File: config.mk
export PLATFORM = sky130hd
export DESIGN_NAME = frame_strobe_sequencer
export DESIGN_NICKNAME = d
export VERILOG_FILES = /design/src/rtl/frame_strobe_sequencer.sv
export SDC_FILE = /design/constraint.sdc
export NUM_CORES = 1
export LEC_CHECK = 0
export ABC_AREA = 1
export BUFFER_PORTS_ARGS = -buffer_cell sky130_fd_sc_hd__buf_2
export CAP_MARGIN = 20
export CORE_UTILIZATION = 25
export CTS_BUF_LIST = sky130_fd_sc_hd__clkbuf_4 sky130_fd_sc_hd__clkbuf_8
export DETAILED_ROUTE_END_ITERATION = 7
export GPL_ROUTABILITY_DRIVEN = 1
export HOLD_SLACK_MARGIN = 0.1
export PLACE_DENSITY = 0.46
export SYNTH_ARGS = -nofsm -noshare
export SYNTH_HDL_FRONTEND = slang
export SYNTH_SLANG_ARGS = --single-unit
File: constraint.sdc
create_clock -name UserCLK -period 2.7 [get_ports UserCLK]
set_input_delay 0.675 -clock UserCLK [delete_from_list [all_inputs] [get_ports UserCLK]]
set_output_delay 0.675 -clock UserCLK [all_outputs]
set_load 0.02 [all_outputs]
File: src/rtl/frame_strobe_sequencer.sv
// Frame strobe sequencer: accepts one frame write, presents data, pulses one strobe line, then signals done.
// Optional strobe counter on frames_written is enabled by defining FRAME_SEQ_COUNT_EN.
module frame_strobe_sequencer #(
    parameter int MaxFramesPerCol = 20,
    parameter int FrameBitsPerRow = 32,
    parameter int FrameIdxWidth   = 5
) (
    input  logic                       UserCLK,
    input  logic                       resetn,
    input  logic                       cmd_valid,
    output logic                       cmd_ready,
    input  logic [FrameIdxWidth-1:0]   cmd_frame,
    input  logic [FrameBitsPerRow-1:0] cmd_data,
    input  logic                       cfg_lock,
    output logic [FrameBitsPerRow-1:0] FrameData,
    output logic [MaxFramesPerCol-1:0] FrameStrobe,
    output logic                       done,
    output logic                       err,
    output logic [15:0]                frames_written
);

    typedef enum logic [1:0] {IDLE, SETUP, STROBE, HOLD} state_e;

    localparam logic [FrameIdxWidth:0] MaxIdx = (FrameIdxWidth+1)'(MaxFramesPerCol);

    state_e                     state_q, state_d;
    logic [FrameBitsPerRow-1:0] data_q, data_d;
    logic [FrameIdxWidth-1:0]   idx_q, idx_d;
    logic [MaxFramesPerCol-1:0] strobe_q, strobe_d;
    logic                       done_q, done_d;
    logic                       err_q, err_d;
    logic                       accept;

    assign cmd_ready = (state_q == IDLE) && !cfg_lock;
    assign accept    = cmd_valid && cmd_ready;

    // Strobe and done are registered on the transition into STROBE/HOLD so they align with those states.
    always_comb begin
        state_d  = state_q;
        data_d   = data_q;
        idx_d    = idx_q;
        strobe_d = '0;
        done_d   = 1'b0;
        err_d    = err_q;
        case (state_q)
            IDLE: begin
                if (accept) begin
                    if ({1'b0, cmd_frame} < MaxIdx) begin
                        data_d  = cmd_data;
                        idx_d   = cmd_frame;
                        state_d = SETUP;
                    end else begin
                        err_d = 1'b1;
                    end
                end
            end
            SETUP: begin
                state_d = STROBE;
                for (int i = 0; i < MaxFramesPerCol; i++)
                    strobe_d[i] = (idx_q == FrameIdxWidth'(i));
            end
            STROBE: begin
                state_d = HOLD;
                done_d  = 1'b1;
            end
            HOLD:    state_d = IDLE;
            default: state_d = IDLE;
        endcase
    end

    always_ff @(posedge UserCLK or negedge resetn) begin
        if (!resetn) begin
            state_q  <= IDLE;
            data_q   <= '0;
            idx_q    <= '0;
            strobe_q <= '0;
            done_q   <= 1'b0;
            err_q    <= 1'b0;
        end else begin
            state_q  <= state_d;
            data_q   <= data_d;
            idx_q    <= idx_d;
            strobe_q <= strobe_d;
            done_q   <= done_d;
            err_q    <= err_d;
        end
    end

    assign FrameData   = data_q;
    assign FrameStrobe = strobe_q;
    assign done        = done_q;
    assign err         = err_q;

`ifdef FRAME_SEQ_COUNT_EN
    logic [15:0] cnt_q;

    // Counts on the SETUP->STROBE edge so the new value is visible alongside the strobe; saturates.
    always_ff @(posedge UserCLK or negedge resetn) begin
        if (!resetn)
            cnt_q <= '0;
        else if (state_q == SETUP && cnt_q != 16'hFFFF)
            cnt_q <= cnt_q + 16'd1;
    end

    assign frames_written = cnt_q;
`else
    assign frames_written = 16'd0;
`endif

endmodule

Word-level counts from Yosys, hierarchy flattened
Index checks and enable logic that the tools add are counted.
Widths: inputs -> output; s select.
Storage, ports and cells
  input bits: 41
  output and inout port bits: 71
  word-level logic and storage cells: 45
  register bits: 61
Operators by class
  $lt $le $gt $ge: 1
  reduce and logical (&&, ||, !) cells: 8
  bitwise operators: 1
  equality and inequality tests: 24
  muxes and demuxes: 5
Operators by type and width (count)
  $eq 5x4->1 const B: 8
  $eq 5x3->1 const B: 4
  $eq 5x5->1 const B: 4
  $mux 20: 1
  $eq 5x2->1 const B: 2
  $pmux 2 s4: 1
  $reduce_and 3->1: 2
  $eq 5x1->1 const B: 1
  $logic_not 5->1: 1
  $lt 5x5->1 const B: 1
  $eq 2x2->1 const B: 2
  $mux 2: 2
  $eq 2x1->1 const B: 1
  $logic_and 1x1->1: 2
  $logic_not 2->1: 1
  $ne 2x1->1 const B: 1
  $ne 2x2->1 const B: 1
  $reduce_and 2->1: 1
  $logic_not 1->1: 1
  $mux 1: 1
  $not 1->1: 1

Depth between registers and ports, before layout
Gate-level depths: netlist (run 1).
  depth after elaboration: 5
  mapped depth: 8
  gate-level depth less buffers: 7

Worst setup path before layout (run 1)
Ideal clock, no wire load.
  path type: input to output
  from: input cfg_lock
  to: output cmd_ready
  path buffers: 0
  cell stages on the path: 3
  data required time: 2.025 ns
  arrival time: 0.940 ns
  slack: 1.085 ns
  path through: inv_1 > nand2_2 > inv_1
Between the ends
  longest elaborated chain between the ends: 2
Ends and longest elaborated chain
  start: declaration: line 14  | input logic cfg_lock,
  $logic_not 1->1: line 34  | assign cmd_ready = (state_q == IDLE) && !cfg_lock;
  $logic_and 1x1->1: line 34
  end: declaration: line 11  | output logic cmd_ready,
No other way between the ends.

Final worst setup path (run 1)
  from: register state_q[1]
  to: output cmd_ready
Between the ends
  longest elaborated chain between the ends: 2
Ends and longest elaborated chain
  start: declaration: line 26  | state_e state_q, state_d;
  start signal: assignment: line 80  | state_q <= state_d;
  $logic_not 2->1: line 34
  $logic_and 1x1->1: line 34
No other way between the ends.

==> results of run 1 <==
report_power, final:
part           internal, mW  switching, mW  total, mW
registers              1.24          0.189       1.43
logic                 0.415          0.871       1.29
clock network         0.335          0.390      0.725
layout make-up:
class,instances,area (um2)
Clock buffer,9,124
Clock inverter,7,50.0
Fill cell,1126,6990
Inverter,12,45.0
Multi-Input combinational cell,178,865
Sequential cell,61,1530
Tap cell,136,170
Timing Repair Buffer,98,510
routing by layer:
metal	GRT usage, %	part of all wire (%)	vias to the layer above
met5	0	0	-
met4	4.23	1.1	0
met3	3.93	7.0	8
met2	18.3	46	76
met1	14.9	46	910
li1	-	-	986
Yosys cell counts:
cell       n  area (um2)
dfrtp_1   61        1530
or2_2      2        12.5
nor3_1     4        20.0
nor2_4     1        11.3
o21bai_1   1        7.51
buf_6      6        67.6
nand3_1   31         155
buf_8      1        15.0
nand2_2    2        12.5
inv_1     12        45.0
buf_12     3        60.1
o21ai_0    1        5.00
nand2_4    1        11.3
nand2_1   83         312
nand3_2   14         140
buf_4     17         128
conb_1     1        3.75
nor2_1    18        67.6
ha_1       4        50.1
flip-flops by register name, summed over array words and instances, names as in the netlist:
register	cells
FrameData	32
FrameStrobe	20
done	1
err	1
idx_q	5
state_q	2
worst max-delay path, delay by kind of cell (launching register included):
| kind | cells | cell delay [ps] |
|---|---|---|
| and+or+nand+nor | 1 | 90 |
| DFF | 1 | 400 |
| buffers and inverters | 3 | 340 |
| adders and majority gates | 1 | 220 |
worst paths after layout:
path	from	to	slack, ps	cells past startpoint
max in group asynchronous	resetn	FrameData[8]$_DFFE_PN0P_	2090	2
min in group UserCLK	FrameData[3]$_DFFE_PN0P_	FrameData[3]$_DFFE_PN0P_	470	2
worst min-delay path	resetn	FrameStrobe[5]$_DFF_PN0_	330	2
worst max register to register	state_q[1]$_DFFE_PN0P_	idx_q[1]$_DFFE_PN0P_	980	7
worst max-delay path	state_q[1]$_DFFE_PN0P_	cmd_ready	640	5
worst min register to register	FrameData[3]$_DFFE_PN0P_	FrameData[3]$_DFFE_PN0P_	470	2
cell families (layout without fill, tap and decap cells):
group / Yosys count / in the layout / share of synthesized area [%]
buffers and inverters: 39 / 126 / 11.9
other: 1 / 16 / 0.142
flip-flops: 61 / 61 / 57.6
adder cells (fa/ha/maj): 4 / 4 / 1.89
AO/OA/AOI/OAI: 2 / 2 / 0.472
AND/OR/NAND/NOR: 156 / 156 / 28.0
through the flow:
stage	cell area, um2	hold slack [ps]	utilization, %	instances	total power, mW
finish	3290	334	32.0	501	3.44
global route	3290	346	32.0	501	3.71
CTS	3290	334	32.0	501	3.51
detailed placement	3120	453	30.3	485	2.76
global placement	3120	448	30.3	485	2.73
floorplan	2710	379	-	278	2.34
==> impl_results.md, run 1 <==
- Max clock buf depth: 2
- Critical Path Most Common Cell: inv_1
- Final layout net count: 405
- Site Rows: 37
- Final period util: 76.1%
- Pre-CTS WS: 886 ps
- HPWL Detailed: 3860 um
- Max rail drop VDD: 0.290 mV
- Postcts setup bufs: 0
- First-pass GRT wire length: 9760 um
- WL/cell: 11.8 um
- Setup WS post-layout: 645 ps
- Remaining antenna violation count: 0
- FF+latch count, synth: 61
- Critical Path Max Stage Delay: 400 ps
- Post-synthesis sequential area ratio: 57.6%
- Mapped Cells: 263
- Die width: 105 um
- Gpl congestion: 0.705
- Status: completed
- Vias: 1,980
- Ant. Diodes: 0
- Clk root buf: clkbuf_8
- Leak: 1.86 nW
- Crit path kind: flop to output port
- Post-Syn Area: 2650 um2
- Layout cells sized above 1: 36.7%
- CP max FO: 3
- Startpoint Class: flop
- DRC Markers: 0
- Clk Latency, worst-skew pair: 340 ps
- Number of CTS-inserted buffers: 9
- Worst slew pin tran: 543 ps
- Initial antenna violation count: 0
- Die ar.: 11,000 um2
- Hold WC Path Type: input pin to asynchronous set/reset pin
- Most common cell after layout, fill and taps aside: buf_2
- Number of global-route vias before repair: 1,893
- P per Cell Area: 1050 nW/um2
- Crit path time final: 2060 ps
- Initial Util: 25.8%
- Fmax: 487 MHz
- Vias per inst: 3.95
- Max-cap viol count: 0
- Ports: 112
- Unrepaired setup endpoints after global routing: false
- Avg Inst Size Synth: 10.1 um2
- Clock Skew: 13.3 ps
- DR iter-0 viols: 87
- Clock sink count: 61
- Global route overflow: 0
- Setup TNS: 0 ps
- Netlist cell types: 19
- CTS tree: yes
- Critical Path End Type: output port
- Final number of setup-violating endpoints: 0
- Fin. Hold Viols: 0
- IO Port Bufs: 95
- Largest net degree at the start of global routing: 62
- Core region area: 10,300 um2
- Most frequent cells in the layout: buf_2 (95), nand2_1 (83), dfrtp_1 (61)
- Slowest stage cell on the critical path: dfrtp_1
- Drt total wl: 5890 um
- Area Overhead vs Synth: 24.2%
- Critical Path AT: 1380 ps
- Worst slew margin: 63.8%
- Critical Path RT: 2030 ps
- Drt first pass iters: 4
- Reg clk slew, reported paths: 80 ps
- Ys Warns: 0
- Chip height: 105 um
- Post_cts resized: 0
- Count of hold-fix buffers inserted at cts: 0
- GRT Resource Usage Total: 11.7%
- Final Max Slew Viols: 0
- CTS H-tree lvls: 3
- Critical Path, Cell by Cell: inv_1, ha_1, nand2_2, inv_1, buf_2
Power figures use the tool's default switching activity.
==> run 2, diff against run 1 <==
==> constraint.sdc (replaced) <==
create_clock -name UserCLK -period 1.9 [get_ports UserCLK]
set_input_delay 0.475 -clock UserCLK [delete_from_list [all_inputs] [get_ports UserCLK]]
set_output_delay 0.475 -clock UserCLK [all_outputs]
set_load 0.02 [all_outputs]
==> impl_results.md, run 2 (synthesized netlist as in run 1, its figures left out) <==
- Vias per inst: 3.96
- Drt total wl: 5940 um
- CTS tree: yes
- P per Cell Area: 1500 nW/um2
- Hold WC Path Type: input pin to asynchronous set/reset pin
- Max FFs per register: 32
- Clk Latency, worst-skew pair: 330 ps
- HPWL Detailed: 4020 um
- Design area: 3340 um2
- Power consumption: 5.03 mW
- Clk root buf: clkbuf_8
- Die width: 105 um
- Postcts setup bufs: 0
- Inst Count DP: 485
- GRT Resource Usage Total: 11.7%
- Number of global-route vias before repair: 2,016
- Unrepaired setup endpoints after global routing: false
- Die ar.: 11,000 um2
- Placed Area: 3140 um2
- Max rail drop VDD: 0.361 mV
- Final number of setup-violating endpoints: 0
- Setup TNS: 0 ps
- Fmax: 553 MHz
- Final layout net count: 405
- Fin. Hold Viols: 0
- Drt first pass iters: 4
- Initial Util: 25.8%
- Layout cells sized above 1: 37.5%
- Chip height: 105 um
- Worst hold margin: 140 ps
- First-pass GRT wire length: 9840 um
- Core region area: 10,300 um2
- CTS H-tree lvls: 3
- Pre-CTS WS: 302 ps
- Crit path time final: 1810 ps
- Critical Path AT: 1330 ps
- Clock Skew: 6.92 ps
- Vias: 1,983
- DRC Markers: 0
- Site Rows: 37
- Most frequent cells in the layout: buf_2 (95), nand2_1 (83), dfrtp_1 (61)
- Crit path kind: flop to output port
- Critical Path RT: 1420 ps
- Final non-filler cell total: 501
- Leak: 1.87 nW
- Most common cell after layout, fill and taps aside: buf_2
- Initial antenna violation count: 0
- Max clock buf depth: 2
- IO Port Bufs: 95
- Critical Path End Type: output port
- WL/cell: 11.9 um
- Critical Path Max Stage Delay: 410 ps
- Slowest stage cell on the critical path: dfrtp_1
- Area Overhead vs Synth: 26.2%
- Ports: 112
- Max-cap viol count: 0
- DR iter-0 viols: 75
- Clock sink count: 61
- Global route overflow: 0
- Setup WS post-layout: 90.4 ps
- Reg clk slew, reported paths: 70 ps
- Final Max Slew Viols: 0
- Count of hold-fix buffers inserted at cts: 0
- Util after Layout: 32.5%
- Ant. Diodes: 0
- Largest net degree at the start of global routing: 62
- Startpoint Class: flop
- Final period util: 95.2%
- Gpl congestion: 0.704
- Remaining antenna violation count: 0
- Critical Path, Cell by Cell: inv_2, ha_2, nand2_2, inv_1, buf_2
- CP max FO: 3
- Number of CTS-inserted buffers: 9
- Status: completed
run 2: cell count changes in the layout (fill, tap and decap cells not counted), sizes merged:
| cell | before | now |
|---|---|---|
| bufinv | 0 | 1 |
| clkinv | 6 | 2 |
| clkinvlp | 0 | 3 |
run 2: layout make-up:
cell class                      count  area (um2)
Timing Repair Buffer               98         536
Tap cell                          136         170
Sequential cell                    61        1530
Fill cell                        1121        6930
Inverter                           12        45.0
Multi-Input combinational cell    178         867
Clock inverter                      7        75.1
Clock buffer                        9         124
run 2: repair_timing:
action	4_1_cts	5_1_grt
resized for setup	0	3
hold endpoints to repair	0	0
endpoints found under the setup margin	0	1
run 2: critical path: cells and delay by family (launching register included):
family	cells	cell delay, ps
flip-flops	1	410
adder cells (fa/ha/maj)	1	200
buffers and inverters	3	320
AND/OR/NAND/NOR	1	80
run 2: worst paths after layout:
| path | startpoint | to | slack [ps] | cells past startpoint |
|---|---|---|---|---|
| max | state_q[0]$_DFFE_PN0P_ | cmd_ready | 90 | 5 |
| min | resetn | FrameStrobe[15]$_DFF_PN0_ | 140 | 2 |
| max reg2reg | state_q[0]$_DFFE_PN0P_ | FrameData[12]$_DFFE_PN0P_ | 380 | 7 |
| min reg2reg | FrameData[27]$_DFFE_PN0P_ | FrameData[27]$_DFFE_PN0P_ | 470 | 2 |
| max in group asynchronous | resetn | FrameData[21]$_DFFE_PN0P_ | 1480 | 2 |
| min in group UserCLK | cmd_data[17] | FrameData[17]$_DFFE_PN0P_ | 370 | 3 |
run 2: power breakdown:
part	switching [mW]	internal (mW)	total (mW)
Sequential	0.269	1.76	2.03
Clock	0.535	0.609	1.14
Combinational	1.25	0.606	1.86
Total	2.05	2.98	5.03
run 2: routing by layer:
layer	up-vias	share of wire (%)	global-route usage, %	wire length, um
li1	984	-	-	-
met1	913	46	14.1	2720
met2	76	46	19.2	2720
met3	10	6.9	3.56	409
met4	0	1.5	5.13	87
met5	-	0	0	0
